**src/rtl/seg_pkg.sv**
```systemverilog
// Segment patterns and small helpers shared by the 7-segment scanner.
// Patterns are active-low cathode drives, bit6 = a .. bit0 = g.
package seg_pkg;

   typedef logic [6:0] seg_t;

   localparam seg_t SEG_0     = 7'b0000001;
   localparam seg_t SEG_1     = 7'b1001111;
   localparam seg_t SEG_2     = 7'b0010010;
   localparam seg_t SEG_3     = 7'b0000110;
   localparam seg_t SEG_4     = 7'b1001100;
   localparam seg_t SEG_5     = 7'b0100100;
   localparam seg_t SEG_6     = 7'b0100000;
   localparam seg_t SEG_7     = 7'b0001111;
   localparam seg_t SEG_8     = 7'b0000000;
   localparam seg_t SEG_9     = 7'b0000100;
   localparam seg_t SEG_A     = 7'b0001000;
   localparam seg_t SEG_B     = 7'b1100000;
   localparam seg_t SEG_C     = 7'b0110001;
   localparam seg_t SEG_D     = 7'b1000010;
   localparam seg_t SEG_E     = 7'b0110000;
   localparam seg_t SEG_F     = 7'b0111000;
   localparam seg_t SEG_BLANK = 7'b1111111;

   // Ceiling log2, returns 0 for v <= 1.
   function automatic int unsigned clog2(input int unsigned v);
      int unsigned r;
      r = 0;
      while ((64'd1 << r) < 64'(v)) r = r + 1;
      return r;
   endfunction

endpackage

```
**src/rtl/seg7_decode.sv**
```systemverilog
// Combinational digit-code to active-low segment decoder.
module seg7_decode
   import seg_pkg::*;
(
   input  logic [3:0] code,
   input  logic       hex_en,
   input  logic       blank,
   output logic [6:0] seg
);

   // Map code to pattern; blank and out-of-range codes turn every segment off.
   always_comb begin
      seg = SEG_BLANK;
      if (!blank) begin
         case (code)
            4'h0: seg = SEG_0;
            4'h1: seg = SEG_1;
            4'h2: seg = SEG_2;
            4'h3: seg = SEG_3;
            4'h4: seg = SEG_4;
            4'h5: seg = SEG_5;
            4'h6: seg = SEG_6;
            4'h7: seg = SEG_7;
            4'h8: seg = SEG_8;
            4'h9: seg = SEG_9;
            4'hA: seg = hex_en ? SEG_A : SEG_BLANK;
            4'hB: seg = hex_en ? SEG_B : SEG_BLANK;
            4'hC: seg = hex_en ? SEG_C : SEG_BLANK;
            4'hD: seg = hex_en ? SEG_D : SEG_BLANK;
            4'hE: seg = hex_en ? SEG_E : SEG_BLANK;
            4'hF: seg = hex_en ? SEG_F : SEG_BLANK;
            default: seg = SEG_BLANK;
         endcase
      end
   end

endmodule

```
**src/rtl/seven_seg_scanner.sv**
```systemverilog
// Time-multiplexed N-digit common-anode 7-segment driver with shadow
// registers, guard slot, leading-zero blanking and registered outputs.
module seven_seg_scanner
   import seg_pkg::*;
#(
   parameter int unsigned NUM_DIGITS    = 4,
   parameter int unsigned REFRESH_DIV   = 100000,
   parameter int unsigned GUARD_CYC     = 2,
   parameter int unsigned HEX_MODE      = 0,
   parameter int unsigned BLANK_LEADING = 1,
   localparam int unsigned IDX_W = (NUM_DIGITS > 1) ? clog2(NUM_DIGITS) : 1,
   localparam int unsigned DIV_W = clog2(REFRESH_DIV)
)(
   input  logic                    clk,
   input  logic                    rst_n,
   input  logic [4*NUM_DIGITS-1:0] digits_in,
   input  logic [NUM_DIGITS-1:0]   dp_in,
   input  logic                    load,
   input  logic                    enable,
   output logic [NUM_DIGITS-1:0]   anode,
   output logic [6:0]              cathode,
   output logic                    dp,
   output logic [IDX_W-1:0]        digit_idx
);

   logic [4*NUM_DIGITS-1:0] shadow_digits_q, shadow_digits_d;
   logic [NUM_DIGITS-1:0]   shadow_dp_q, shadow_dp_d;
   logic [DIV_W-1:0]        div_q, div_d;
   logic [IDX_W-1:0]        idx_q, idx_d;
   logic [NUM_DIGITS-1:0]   anode_q, anode_d;
   logic [6:0]              cathode_q, cathode_d;
   logic                    dp_q, dp_d;

   logic [NUM_DIGITS-1:0]   blank_mask;
   logic [3:0]              cur_code;
   logic                    cur_blank;
   logic                    cur_dp;
   logic                    guard;
   logic [6:0]              seg_w;

   // Shadow registers capture the incoming word on the load strobe.
   always_comb begin
      shadow_digits_d = shadow_digits_q;
      shadow_dp_d     = shadow_dp_q;
      if (load) begin
         shadow_digits_d = digits_in;
         shadow_dp_d     = dp_in;
      end
   end

   // Refresh divider; digit index steps on each divider wrap.
   always_comb begin
      div_d = div_q + 1'b1;
      idx_d = idx_q;
      if (div_q == DIV_W'(REFRESH_DIV - 1)) begin
         div_d = '0;
         idx_d = (idx_q == IDX_W'(NUM_DIGITS - 1)) ? '0 : idx_q + 1'b1;
      end
   end

   // Leading-zero mask: scan from the top digit down while every digit seen is zero.
   always_comb begin
      int unsigned i;
      logic        zero_above;
      zero_above = 1'b1;
      blank_mask = '0;
      for (int unsigned j = 0; j < NUM_DIGITS; j++) begin
         i          = NUM_DIGITS - 1 - j;
         zero_above = zero_above & (shadow_digits_q[i*4 +: 4] == 4'h0);
         blank_mask[i] = (BLANK_LEADING != 0) && zero_above && (i != 0);
      end
   end

   // Select the digit currently in its slot.
   always_comb begin
      cur_code  = shadow_digits_q[{idx_q, 2'b00} +: 4];
      cur_blank = blank_mask[idx_q];
      cur_dp    = shadow_dp_q[idx_q];
   end

   seg7_decode u_decode (
      .code   (cur_code),
      .hex_en (HEX_MODE != 0),
      .blank  (cur_blank),
      .seg    (seg_w)
   );

   // Next output values; anode stays dark during the guard window or when disabled.
   always_comb begin
      guard     = (32'(div_q) < GUARD_CYC);
      anode_d   = '1;
      if (enable && !guard) begin
         for (int unsigned i = 0; i < NUM_DIGITS; i++) begin
            if (idx_q == IDX_W'(i)) anode_d[i] = 1'b0;
         end
      end
      cathode_d = seg_w;
      dp_d      = ~cur_dp;
   end

   // State and output registers with asynchronous active-low reset.
   always_ff @(posedge clk or negedge rst_n) begin
      if (!rst_n) begin
         shadow_digits_q <= '0;
         shadow_dp_q     <= '0;
         div_q           <= '0;
         idx_q           <= '0;
         anode_q         <= '1;
         cathode_q       <= SEG_BLANK;
         dp_q            <= 1'b1;
      end else begin
         shadow_digits_q <= shadow_digits_d;
         shadow_dp_q     <= shadow_dp_d;
         div_q           <= div_d;
         idx_q           <= idx_d;
         anode_q         <= anode_d;
         cathode_q       <= cathode_d;
         dp_q            <= dp_d;
      end
   end

   assign anode     = anode_q;
   assign cathode   = cathode_q;
   assign dp        = dp_q;
   assign digit_idx = idx_q;

endmodule
```
**config.mk**
```make
export PLATFORM = sky130hd
export DESIGN_NAME = seven_seg_scanner
export DESIGN_NICKNAME = d
export VERILOG_FILES = /design/src/rtl/seg_pkg.sv /design/src/rtl/seg7_decode.sv /design/src/rtl/seven_seg_scanner.sv
export SDC_FILE = /design/constraint.sdc
export NUM_CORES = 1
export LEC_CHECK = 0
export ABC_AREA = 0
export BUFFER_PORTS_ARGS = -buffer_cell sky130_fd_sc_hd__buf_2
export CORE_MARGIN = 1
export CORE_UTILIZATION = 30
export DETAILED_ROUTE_END_ITERATION = 16
export MAX_ROUTING_LAYER = met4
export PLACE_DENSITY = 0.46
export SYNTH_ARGS = -nofsm -noshare
export SYNTH_HDL_FRONTEND = slang
export SYNTH_SLANG_ARGS = --single-unit
```
**constraint.sdc**
```tcl
create_clock -name clk -period 5.1 [get_ports clk]
set_input_delay 0.765 -clock clk [delete_from_list [all_inputs] [get_ports clk]]
set_output_delay 0.765 -clock clk [all_outputs]
set_load 0.03 [all_outputs]
```
==> flow_summary.ini <==
[status]
status = finished clean

[route]
dr.pass1.iters = 4
drt_iter0_drc = 46
postRouteAntennaNets = 0
routedWlPerCell_um = 13.2
avgViaCountPerCell = 4.58
wl_met1_um = 2410
routed.top_layer = met4
vias = 1503
wl_met2_um = 1720
wl_met3_um = 175
drt_wl_total_um = 4320
drc = 0

[final_layout]
multiInputGateArea_sq_um = 955
fillCellCount = 731
diodes = 0
instances_no_fill = 328
seq_area_sq_um = 1290
drive_above_1_share_pct = 36.2
areaGrowthSynthToFinish_pct = 17.3
nets = 257

[synthesis]
ys_top_cells_by_count = dfrtp_1 (39), mux2_2 (20), nand2_1 (17)
synthTopCellsByArea = dfrtp_1 (42%), dfstp_2 (14%), mux2_2 (9.8%)
synth-simple-area-share_pct = 12.8
syn_area_sq_um = 2310
synth_most_common_cell = dfrtp_1
synthesis.nets = 218
synthAdderAreaFrac_pct = 2.71
async_flop_share_pct = 100
synth_top_area_share_pct = 42.3
synth_cell_types = 35
synth-xor-area-share_pct = 5.31
ys_ff_latch = 51
synth_warnings = 0
synth_compound_area_share_pct = 5.42
synth_flop_cell = dfrtp_1
syn_avg_cell_area_sq_um = 12.2
yosysTopAreaCell = dfrtp_1
synth_edf_count = 0
ys_seq_area_share_pct = 55.9
muxShareOfSynthArea_pct = 15.1
synth_top_family_by_area = multiplexers
syn_inst = 189

[floorplanning]
start_util_pct = 31.5
fp.coreArea_sq_um = 7330
dieArea_sq_um = 8050
fp.dieW_um = 89.7
chipHeight_um = 89.7
num_rows = 31
num_io_pins = 38

[critical_path]
worstPathRequired_ps = 4340
crit_family = flip-flops
cp-start-kind = flip-flop
worstPathArrival_ps = 1200
worstSetupPathType = reg2out
cp-end-kind = output port
cpPeakStageDelay_ps = 600
cp_cell_sequence = buf_2
cp_num_buf_inv = 1
cp_max_fo = 11
cp_slowest_cell = dfrtp_1

[timing]
relSlewSlack_pct = 57.1
setup_viol = 0
tightest_slew_ps = 643
setup_ws_ps = 3140
fin_crit_sh_pct = 38.5
finClkSkew_ps = 9.69
final_hold_viol_count = 0
finalSetupTns_ps = 0
period_minus_slack_ps = 1960
slew_viol_final = 0
rsz0062_at_grt = false
fmax_ghz = 0.509

[grt]
grt_usage_pct = 11.9
gr-total-overflow = 0
grt_pass1_wl_um = 7490
grt_max_degree = 52
first_global_vias = 1447
antenna_found_initial = 0

[clocking]
cts.clk_slew.worst_paths_ps = 90
cts_setup_buffers = 0
clkLatencyLatePin_ps = 300
cts_buffers = 5
clock-root-buffer = clkbuf_8
cts_buffer_depth = 2
hold_buffers = 0
cts.sinks = 51
htreeDepth = 2
cts_tree = yes
cts-resized-gates = 0

[placed_design]
dp_slack_ps = 3160
gp_congestion = 0.762
detailed_place_hpwl_um = 3120
dp.cells = 320
portBuffers = 37

[power]
leakage_nw = 1.16
power_mw = 0.838
power_density_nw_per_um2 = 310
ir_drop_v = 0.000132

[min_path]
min-delay-path-class = reg2reg

[job]
maxCapViolCount = 0
==> power breakdown <==
| group | internal [mW] | switching (mW) | total, mW |
|---|---|---|---|
| clock network | 0.148 | 0.136 | 0.284 |
| registers | 0.438 | 0.0142 | 0.452 |
| logic | 0.0428 | 0.0594 | 0.102 |
==> stage by stage <==
| step | hold WS (ps) | util (%) | cell area, sq um |
|---|---|---|---|
| detailed placement | 489 | 35.4 | 2590 |
| floorplan | 455 | - | 2310 |
| finish | 504 | 36.9 | 2710 |
| global route | 514 | 36.9 | 2710 |
| global placement | 481 | 35.4 | 2590 |
| CTS | 501 | 36.9 | 2710 |
==> area by class of cell <==
cell class,instances,area share (%)
sequential,51,47.7
multi-input combinational,125,35.3
timing repair buffer,39,7.39
tap,99,4.57
clock buffer,5,2.54
clock inverter,3,1.71
inverter,6,0.832
==> path summary, 6_finish.rpt <==
kind | to | slack, ps | cells after the start | from
max reg2reg | cathode[3] | 3150 | 5 | digit_idx[1]
min | div_q[12] | 500 | 1 | div_q[12]
min in group asynchronous | shadow_digits_q[9] | 570 | 2 | rst_n
max in group asynchronous | shadow_digits_q[11] | 4110 | 2 | rst_n
min reg2reg | div_q[12] | 500 | 1 | div_q[12]
max | digit_idx[1] | 3140 | 1 | digit_idx[1]
==> metal layers <==
metal  global-route usage (%)  up-vias
li1                         -      744
met1                     18.4      720
met2                     15.0       33
met3                     2.96        6
met4                     3.28        0
met5                        -        -
==> registers in the layout, summed over array words and instances (netlist names) <==
signal,cells
anode,4
cathode,7
digit_idx,2
div_q,17
dp,1
shadow_digits_q,16
shadow_dp_q,4
==> cells by family (layout without fill, tap and decap cells) <==
group	count (synthesis)	after routing
xor+xnor	14	14
buf+inv	13	53
compound gates	21	21
mux	25	25
simple gates	60	60
flops	51	51
fa+ha+maj	5	5
==> placed cells by master, fill, tap and decap left out, drive strengths merged, types with 3 or more instances in the layout <==
master  count
a21oi       6
buf        39
clkbuf      5
dfrtp      39
dfstp      12
ha          5
inv         7
mux2       20
mux4        5
nand2      17
nand3       7
nor2       13
nor3        5
nor4        4
o21ai       8
or3         3
xnor2       9
xor2        5
Note: power is estimated with default switching activity, not from simulation.
